<file path="config.mk">
export PLATFORM = sky130hd
export DESIGN_NAME = phase_ctrl
export DESIGN_NICKNAME = d
export VERILOG_FILES = /design/src/rtl/phase_ctrl_pkg.sv /design/src/rtl/phase_ctrl_edge_det.sv /design/src/rtl/phase_ctrl.sv
export SDC_FILE = /design/constraint.sdc
export NUM_CORES = 1
export LEC_CHECK = 0
export ABC_AREA = 1
export CAP_MARGIN = 20
export CORE_MARGIN = 8
export CORE_UTILIZATION = 40
export DETAILED_ROUTE_END_ITERATION = 7
export GPL_TIMING_DRIVEN = 0
export PLACE_DENSITY = 0.75
export SLEW_MARGIN = 10
export SYNTH_ARGS = -nofsm -noshare
export SYNTH_HDL_FRONTEND = slang
export SYNTH_SLANG_ARGS = --single-unit
</file>
<file path="constraint.sdc">
create_clock -name i_clk -period 1.7 [get_ports i_clk]
set_input_delay 0.17 -clock i_clk [delete_from_list [all_inputs] [get_ports i_clk]]
set_output_delay 0.17 -clock i_clk [all_outputs]
set_load 0.02 [all_outputs]
</file>
<file path="src/rtl/phase_ctrl_pkg.sv">
// Shared P12 phase-controller definitions: state codes and the clk_stat
// encoding, used by phase_ctrl and by the test monitor that decodes clk_stat.
package phase_ctrl_pkg;

    // Width of the state code, which is also the width of clk_stat.
    localparam int STATE_W = 3;

    // Width of the per-access wait counter. WAIT_MAX is limited to 1..255.
    localparam int WAIT_W = 8;

    // Controller states. The numeric codes are visible on clk_stat and must
    // stay stable because the test monitor decodes them.
    typedef enum logic [STATE_W-1:0] {
        ST_HALT  = 3'd0,
        ST_FETCH = 3'd1,
        ST_EXEC  = 3'd2,
        ST_MEM   = 3'd3,
        ST_WB    = 3'd4
    } state_e;

    // clk_stat encoding: the raw state code.
    function automatic logic [STATE_W-1:0] stat_code(input state_e s);
        logic [STATE_W-1:0] code;
        code = s;
        return code;
    endfunction

endpackage

</file>
<file path="src/rtl/phase_ctrl_edge_det.sv">
// Rising-edge detector for the single-step input. The registered copy resets
// to 1, so a level that is already high while reset is released does not
// count as an edge.
module phase_ctrl_edge_det (
    input  logic i_clk,
    input  logic i_reset,
    input  logic i_sig,
    output logic o_rise
);

    logic r_prev;

    // Track the previous sample of the input; reset high to mask held levels.
    always_ff @(posedge i_clk) begin
        if (i_reset) begin
            r_prev <= 1'b1;
        end else begin
            r_prev <= i_sig;
        end
    end

    assign o_rise = i_sig & ~r_prev;

endmodule

</file>
<file path="src/rtl/phase_ctrl.sv">
// P12 instruction-phase controller. Sequences FETCH/EXEC/MEM/WB, stretches
// FETCH and bus MEM phases until the bus acknowledges (or a wait limit is
// hit), and provides run/halt/single-step control plus cycle and
// instruction counters for the test monitor.
module phase_ctrl
    import phase_ctrl_pkg::*;
#(
    parameter int RUN_ON_RESET = 1,
    parameter int WAIT_MAX     = 15,
    parameter int CNT_WIDTH    = 32
) (
    input  logic                 i_clk,
    input  logic                 i_reset,
    input  logic                 i_run,
    input  logic                 i_halt_req,
    input  logic                 i_step,
    input  logic                 i_inst_ld,
    input  logic                 i_inst_st,
    input  logic                 i_mem_ready,
    input  logic                 i_err_clr,
    output logic                 o_phf,
    output logic                 o_phe,
    output logic                 o_phm,
    output logic                 o_phw,
    output logic                 o_mem_req,
    output logic                 o_mem_wen,
    output logic                 o_halted,
    output logic                 o_bus_err,
    output logic [STATE_W-1:0]   o_clk_stat,
    output logic [CNT_WIDTH-1:0] o_cyc_cnt,
    output logic [CNT_WIDTH-1:0] o_ins_cnt
);

    localparam state_e             L_RESET_STATE = (RUN_ON_RESET != 0) ? ST_FETCH : ST_HALT;
    localparam logic [WAIT_W-1:0]  L_WAIT_MAX    = WAIT_W'(WAIT_MAX);
    localparam logic [WAIT_W-1:0]  L_WAIT_ONE    = {{(WAIT_W-1){1'b0}}, 1'b1};
    localparam logic [CNT_WIDTH-1:0] L_CNT_ONE   = {{(CNT_WIDTH-1){1'b0}}, 1'b1};

    // Registered state
    state_e                 r_state;
    logic [WAIT_W-1:0]      r_wait_cnt;
    logic                   r_step_inst;   // current instruction was launched by a step
    logic                   r_bus_err;
    logic [CNT_WIDTH-1:0]   r_cyc_cnt;
    logic [CNT_WIDTH-1:0]   r_ins_cnt;

    // Combinational helpers
    logic w_step_edge;
    logic w_bus_access;
    logic w_wait_full;
    logic w_fetch_done;
    logic w_mem_done;
    logic w_timeout;
    logic w_wb_to_halt;
    logic w_halt_leave;

    phase_ctrl_edge_det u_step_edge (
        .i_clk   (i_clk),
        .i_reset (i_reset),
        .i_sig   (i_step),
        .o_rise  (w_step_edge)
    );

    // Phase completion and timeout decode from the registered state.
    always_comb begin
        w_bus_access = i_inst_ld | i_inst_st;
        w_wait_full  = (r_wait_cnt == L_WAIT_MAX);
        w_fetch_done = 1'b0;
        w_mem_done   = 1'b0;
        w_timeout    = 1'b0;
        if (r_state == ST_FETCH) begin
            // A full wait counter forces completion even without an acknowledge.
            w_fetch_done = i_mem_ready | w_wait_full;
            w_timeout    = ~i_mem_ready & w_wait_full;
        end else if (r_state == ST_MEM) begin
            if (w_bus_access) begin
                w_mem_done = i_mem_ready | w_wait_full;
                w_timeout  = ~i_mem_ready & w_wait_full;
            end else begin
                // No bus access: MEM is a single cycle, mem_ready is ignored.
                w_mem_done = 1'b1;
                w_timeout  = 1'b0;
            end
        end else begin
            w_fetch_done = 1'b0;
            w_mem_done   = 1'b0;
            w_timeout    = 1'b0;
        end
    end

    // Instruction-boundary decisions for WB and HALT.
    always_comb begin
        w_wb_to_halt = i_halt_req | ~i_run | r_step_inst;
        w_halt_leave = w_step_edge | (i_run & ~i_halt_req);
    end

    // Phase sequencer with its wait counter and step-origin flag.
    always_ff @(posedge i_clk) begin
        if (i_reset) begin
            r_state     <= L_RESET_STATE;
            r_wait_cnt  <= {WAIT_W{1'b0}};
            r_step_inst <= 1'b0;
        end else begin
            case (r_state)
                ST_HALT: begin
                    if (w_halt_leave) begin
                        r_state     <= ST_FETCH;
                        r_wait_cnt  <= {WAIT_W{1'b0}};
                        // A step edge wins over halt_req and limits the run to one instruction.
                        r_step_inst <= w_step_edge;
                    end else begin
                        r_state     <= ST_HALT;
                        r_wait_cnt  <= {WAIT_W{1'b0}};
                        r_step_inst <= 1'b0;
                    end
                end
                ST_FETCH: begin
                    if (w_fetch_done) begin
                        r_state    <= ST_EXEC;
                        r_wait_cnt <= {WAIT_W{1'b0}};
                    end else begin
                        r_state    <= ST_FETCH;
                        r_wait_cnt <= r_wait_cnt + L_WAIT_ONE;
                    end
                end
                ST_EXEC: begin
                    // Entering MEM starts a fresh wait budget.
                    r_state    <= ST_MEM;
                    r_wait_cnt <= {WAIT_W{1'b0}};
                end
                ST_MEM: begin
                    if (w_mem_done) begin
                        r_state    <= ST_WB;
                        r_wait_cnt <= {WAIT_W{1'b0}};
                    end else begin
                        r_state    <= ST_MEM;
                        r_wait_cnt <= r_wait_cnt + L_WAIT_ONE;
                    end
                end
                ST_WB: begin
                    r_wait_cnt <= {WAIT_W{1'b0}};
                    if (w_wb_to_halt) begin
                        r_state     <= ST_HALT;
                        r_step_inst <= 1'b0;
                    end else begin
                        r_state     <= ST_FETCH;
                        r_step_inst <= 1'b0;
                    end
                end
                default: begin
                    // Unreachable codes recover to a quiet, safe state.
                    r_state     <= ST_HALT;
                    r_wait_cnt  <= {WAIT_W{1'b0}};
                    r_step_inst <= 1'b0;
                end
            endcase
        end
    end

    // Sticky bus-timeout flag; a new timeout beats a simultaneous clear.
    always_ff @(posedge i_clk) begin
        if (i_reset) begin
            r_bus_err <= 1'b0;
        end else if (w_timeout) begin
            r_bus_err <= 1'b1;
        end else if (i_err_clr) begin
            r_bus_err <= 1'b0;
        end else begin
            r_bus_err <= r_bus_err;
        end
    end

    // Cycle counter: every non-HALT cycle, wrapping naturally.
    always_ff @(posedge i_clk) begin
        if (i_reset) begin
            r_cyc_cnt <= {CNT_WIDTH{1'b0}};
        end else if (r_state != ST_HALT) begin
            r_cyc_cnt <= r_cyc_cnt + L_CNT_ONE;
        end else begin
            r_cyc_cnt <= r_cyc_cnt;
        end
    end

    // Instruction counter: one count per WB cycle, wrapping naturally.
    always_ff @(posedge i_clk) begin
        if (i_reset) begin
            r_ins_cnt <= {CNT_WIDTH{1'b0}};
        end else if (r_state == ST_WB) begin
            r_ins_cnt <= r_ins_cnt + L_CNT_ONE;
        end else begin
            r_ins_cnt <= r_ins_cnt;
        end
    end

    // Output decode from the registered state and same-cycle inputs; the
    // datapath needs phf/phm in the cycle the bus acknowledges.
    always_comb begin
        o_phf     = 1'b0;
        o_phe     = 1'b0;
        o_phm     = 1'b0;
        o_phw     = 1'b0;
        o_mem_req = 1'b0;
        o_mem_wen = 1'b0;
        case (r_state)
            ST_FETCH: begin
                o_mem_req = 1'b1;
                o_phf     = w_fetch_done;
            end
            ST_EXEC: begin
                o_phe = 1'b1;
            end
            ST_MEM: begin
                o_mem_req = w_bus_access;
                o_mem_wen = i_inst_st;
                o_phm     = w_mem_done;
            end
            ST_WB: begin
                o_phw = 1'b1;
            end
            default: begin
                o_phf     = 1'b0;
                o_phe     = 1'b0;
                o_phm     = 1'b0;
                o_phw     = 1'b0;
                o_mem_req = 1'b0;
                o_mem_wen = 1'b0;
            end
        endcase
    end

    assign o_halted   = (r_state == ST_HALT);
    assign o_bus_err  = r_bus_err;
    assign o_clk_stat = stat_code(r_state);
    assign o_cyc_cnt  = r_cyc_cnt;
    assign o_ins_cnt  = r_ins_cnt;

endmodule

</file>
Yosys cells after proc, flatten, opt, wreduce, memory -nomap -nowiden
Cells that the tools add are included.
Widths: inputs -> output; s select.
- flip-flop bits (word level): 78
- latch bits: 0
- memory bits (writable): 0
- bits in read-only memories: 0
- memories kept: 0
- add/subtract/negate cells: 3
- multipliers: 0
- div/mod/pow operators: 0
- order comparisons: 0
- eq/ne operators: 5
- shift-type cells: 0
- mux-type cells: 25
- bitwise gates (word level): 12
- reduce and logical (&&, ||, !) cells: 4
- operators with widths (kind ; count):
    $add 32x1->32 const B ; 2
    $mux 1 ; 17
    $mux 8 ; 2
    $pmux 8 s2 ; 1
    $pmux 3 s5 ; 1
    $add 8x1->8 const B ; 1
    $eq 8x4->1 const B ; 1
    $eq 3x2->1 const B ; 2
    $or 1x1->1 ; 5
    $not 1->1 ; 4
    $pmux 1 s2 ; 2
    $and 1x1->1 ; 3
    $eq 3x1->1 const B ; 1
    $eq 3x3->1 const B ; 1
    $logic_not 3->1 ; 1
    $mux 3 ; 1
    $reduce_bool 3->1 ; 1
    $reduce_or 3->1 ; 1
    $mux 2 ; 1
    $reduce_bool 2->1 ; 1

Longest topological paths before layout
- depth in word-level cells: 7
- gate-level depth with buffers: 11

Cells and area by module
From an unflattened synthesis, not the netlist that was laid out.
- cells, all modules: 619
- area, all modules: 4041.4 sq um
- modules (own cells, without submodules) (module ; times used ; cells each ; area each (sq um) ; seq. area each (sq um)):
    phase_ctrl ; 1 ; 614 ; 4003.8 ; 1541.5
    phase_ctrl_edge_det ; 1 ; 5 ; 37.5 ; 20.0

Least setup slack after synthesis
No wires, ideal clock.
- path kind: flip-flop to flip-flop
- start point: register r_ins_cnt[1] (netlist: o_ins_cnt[1])
- end point: register r_ins_cnt[26] (netlist: o_ins_cnt[26])
- setup time: 0.128 ns
- arrival time: 1.485 ns
- required time: 1.572 ns
- path slack: 0.088 ns
- stages on the path, launching flop included: 9
- path through: dfxtp_1 ha_1 nand3_2 nor2_4 nand3_2 nor2_4 nand3_1 nand2_1 nor2_1
- longest elaborated chain between the ends: 1
- RTL lines (what ; line ; source):
    from (decl) ; phase_ctrl.sv:45 ; logic [CNT_WIDTH-1:0] r_ins_cnt;
    from (signal assigned) ; phase_ctrl.sv:187 ; r_ins_cnt <= {CNT_WIDTH{1'b0}};
    from (signal assigned) ; phase_ctrl.sv:189 ; r_ins_cnt <= r_ins_cnt + L_CNT_ONE;
    from (signal assigned) ; phase_ctrl.sv:191 ; r_ins_cnt <= r_ins_cnt;
    $add 32x1->32 ; phase_ctrl.sv:189 ;
Every way passes these cells.
A chain may end at the register's enable or synchronous reset.

Worst setup path in the final report
- start point: register r_wait_cnt[0]
- end point: output o_phm
- longest elaborated chain between the ends: 6
- RTL lines (what ; line ; source):
    from (decl) ; phase_ctrl.sv:41 ; logic [WAIT_W-1:0] r_wait_cnt;
    from (signal assigned) ; phase_ctrl.sv:101 ; r_wait_cnt <= {WAIT_W{1'b0}};
    from (signal assigned) ; phase_ctrl.sv:108 ; r_wait_cnt <= {WAIT_W{1'b0}};
    from (signal assigned) ; phase_ctrl.sv:113 ; r_wait_cnt <= {WAIT_W{1'b0}};
    $eq 8x4->1 ; phase_ctrl.sv:67 ; w_wait_full = (r_wait_cnt == L_WAIT_MAX);
    $or 1x1->1 ; phase_ctrl.sv:77 ; w_mem_done = i_mem_ready | w_wait_full;
    $mux 1 ; phase_ctrl.sv:76 ; if (w_bus_access) begin
    $mux 1 ; phase_ctrl.sv:75 ; end else if (r_state == ST_MEM) begin
    $mux 1 ; phase_ctrl.sv:71 ; if (r_state == ST_FETCH) begin
    $mux 1 ; phase_ctrl.sv:204 ; case (r_state)
    to (decl) ; phase_ctrl.sv:23 ; output logic o_phm,
Every way passes these cells.

==> impl_metrics.yaml <==
sta:
  hold_viol: 0
  finClkSkew_ns: 0.01322
  final.min_clock_period_ns: 1.671
  slew-limit-headroom_pct: 58.02
  finalSetupViolCount: 0
  slew_violations: 0
  fmax_mhz: 598.4
  period_share_pct: 98.31
  unrepaired_setup_endpoints_after_global_routing: "true"
  fin_worst_hold_slack_ns: 0.4059
  max_slew.worst_pin.slew_ns: 0.6298
  sum_of_negative_setup_slack_ns: 0
global_routing:
  first_global_vias: 3927
  grt.overflow.total: 0
  grt_start_max_net_pins: 14
  grtUsageTotal_pct: 16.70
  grt_pass1_wl_mm: 18.13
  antenna_violations_before_repair: 0
worst_setup_path:
  setup.worst_path.class: "flop to output pin"
  worstPathBufferInverterCount: 3
  timing.critical_path.slowest_stage_cell: "sky130_fd_sc_hd__dfxtp_2"
  timing.critical_path.fanout_max: 3
  crit_path_to: "o_phm"
  timing.critical_path.from: "r_wait_cnt[0]"
  setup.reg_to_reg.worst_slack_ns: 0.12
  critPathMaxStageDelay_ns: 0.37
  cp_cell_sequence: "ha_4 -> nand3_4 -> o21ai_4 -> inv_2 -> nand2_2 -> nand2_2 -> inv_2 -> buf_6"
  critPathArrivalTime_ns: 1.50
  rr_startpoint: "o_cyc_cnt[0]"
  timing.critical_path.required_ns: 1.53
  startpoint_type: "flop"
  timing.rr.end: "o_cyc_cnt[16]"
  timing.critical_path.to_type: "output pin"
  path_depth: 8
  worst_path_dominant_cell_family: "flip-flops"
  reg2reg_depth: 9
floorplan:
  total_die_area_um2: 13750
  total_core_area_um2: 10140
  row_count: 37
  die_h_um: 117.3
  start_util_pct: 40.45
  die_width_um: 117.3
  boundaryPins: 84
yosys:
  compound_gate_portion_of_the_synthesized_area_pct: 7.840
  post_synth_and_or_nand_nor_area_fraction_pct: 40.12
  post_synth_xor_area_fraction_pct: 2.349
  netlist_instances: 622
  syn_area_um2: 4101
  synth_warnings: 0
  mappedNetlistNets: 634
  ys_seq_area_share_pct: 38.07
  avgSynthCellArea_um2: 6.594
  synth_seq_cells: 78
  synth.lib_cells_used.distinct: 34
  dominant_combinational_cell_family_by_area_after_synthesis: "simple AND/OR/NAND/NOR gates"
  synth_fa_ha_area_share_pct: 0.9152
  mux_contribution_to_synthesized_area_pct: 0
power_and_ir_drop:
  totalPowerFinal_mw: 4.050
  leakagePower_nw: 2.192
  worst_ir_drop_vdd_mv: 0.3626
  cellPowerDensity_nw_per_um2: 731.9
clock_network:
  cts_max_level: 3
  cts_inserted_buffers: 9
  clk_root_buffer_cell: "sky130_fd_sc_hd__clkbuf_8"
  max-clock-path-buffers: 2
  tritoncts_num_sinks: 78
  cts_tree: "yes"
  insertion_delay_ns: 0.35
  clk_pin_slew_ns: 0.08
  cts_hold_buffers: 0
cells_and_area:
  antennaDiodeCount: 0
  layout.area.seq_um2: 1580
  multi_input_logic_area_um2: 2208
  most_common_cell_after_layout_fill_and_taps_aside: "sky130_fd_sc_hd__nand2_1"
  n_fill_cell: 941
  post_layout_nonfiller_instances: 864
  final_core_util_pct: 54.57
  layout.cells.most_common_list: "sky130_fd_sc_hd__nand2_1, sky130_fd_sc_hd__nor2_1, sky130_fd_sc_hd__inv_1"
  layout-drive-gt1-share_pct: 13.32
  design.final.nets: 735
  area.growth.synth_to_final_pct: 34.90
drt:
  met3_layer_wire_length_in_the_routed_design_um: 769
  detailed_router_s_first_iteration_violation_count: 215
  route.layer.met1.wl_mm: 4.886
  first_pass_iters: 5
  remaining_drc_errors: 0
  final_antenna_net_count: 0
  drt-total-wl_mm: 11.46
  vias: 4235
  wl_per_cell_um: 13.27
  vias_per_cell: 4.902
  met2_length_mm: 5.622
  maxUsedRoutingLayer: "met4"
placement:
  port-buffer-count: 83
  place_inst: 841
  gp_congestion: 0.8699
  detailed_place_hpwl_mm: 8.558
min_path:
  hold_path_class: "input port to flop"
run:
  number_of_violations_of_the_max_capacitance_limit: 0
outcome:
  status: "complete, no violations"
[area by class of cell]
class / count / share of cell area [%]
Clock buffer: 10 / 2.307
Buffer: 9 / 0.9046
Clock inverter: 6 / 2.420
Sequential cell: 78 / 28.56
Inverter: 104 / 7.056
Multi-Input combinational cell: 431 / 39.91
Timing Repair Buffer: 90 / 15.76
Tap cell: 136 / 3.076
[synth_stat cells (all sizes together)]
master  number  area (um^2)
nand4       23        156.4
nand2      144        555.5
dfxtp       78         1562
clkinv       1        3.750
o21a         3        22.52
a31oi        1        6.260
a21oi       32        160.2
o211ai       1        7.510
nand3b       1        7.510
inv        103        386.6
o21ai       25        125.1
nand3       35        205.2
or2          1        6.260
buf          3        26.27
clkbuf       6        22.52
ha           3        37.54
nor3b        2        15.01
nor2       123        528.0
nor3        24        158.9
nor4         1        6.260
and2         1        6.260
xnor2        4        35.03
xor2         7        61.31
[kinds of logic after synthesis]
group	Yosys count
AO/OA/AOI/OAI	62
XOR/XNOR	11
adder cells (fa/ha/maj)	3
buffers and inverters	113
flip-flops	78
AND/OR/NAND/NOR	355
[per-stage QoR]
step                instance area [um^2]  setup WS (ns)
floorplan                           4101        0.08785
global placement                    5102        -0.4171
detailed placement                  5102        -0.4856
CTS                                 5415       -0.02197
global route                        5533       -0.08847
finish                              5533        0.02880
[worst min-delay path by stage]
stage	start	endpoint	cells past startpoint
after floorplan	i_step	u_step_edge.r_prev	2
after global placement	r_wait_cnt[0]	r_wait_cnt[0]	1
after detailed placement	r_wait_cnt[0]	r_wait_cnt[0]	1
after CTS	i_step	u_step_edge.r_prev	3
after global routing	i_step	u_step_edge.r_prev	3
final	i_step	u_step_edge.r_prev	3
[state kept, by name, summed over array words and instances (netlist names)]
signal / cells
r_wait_cnt: 8
o_clk_stat: 3
o_bus_err: 1
u_step_edge.r_prev: 1
o_cyc_cnt: 32
r_step_inst: 1
o_ins_cnt: 32
[worst reg2reg max path, stage by stage, from the launching register on]
cell and delay, ns:
sky130_fd_sc_hd__dfxtp_1 0.36, sky130_fd_sc_hd__ha_1 0.18, sky130_fd_sc_hd__nand3_1 0.13, sky130_fd_sc_hd__inv_1 0.10
sky130_fd_sc_hd__nand3b_1 0.07, sky130_fd_sc_hd__buf_4 0.17, sky130_fd_sc_hd__nor2_4 0.15, sky130_fd_sc_hd__nand2_1 0.09
sky130_fd_sc_hd__o21ai_0 0.17, sky130_fd_sc_hd__a21oi_1 0.06
[power by group]
| part | switching, mW | leakage [nW] | total, mW | internal, mW |
|---|---|---|---|---|
| Clock | 0.694 | 0.130 | 1.82 | 1.13 |
| Combinational | 0.216 | 1.43 | 0.349 | 0.133 |
| Sequential | 0.0291 | 0.635 | 1.88 | 1.85 |
[metal layers]
metal	GRT usage (%)	vias up
met5	0	-
met4	6.143	0
met3	4.566	14
met2	28.75	124
met1	19.35	1939
li1	-	2158
[what timing repair did]
action	CTS	global route
pin swaps	3	6
endpoints found under the setup margin	11	37
buffers inserted	0	7
hold endpoints to repair	0	0
gates resized for setup	40	30
(Power assumes the default switching activity.)
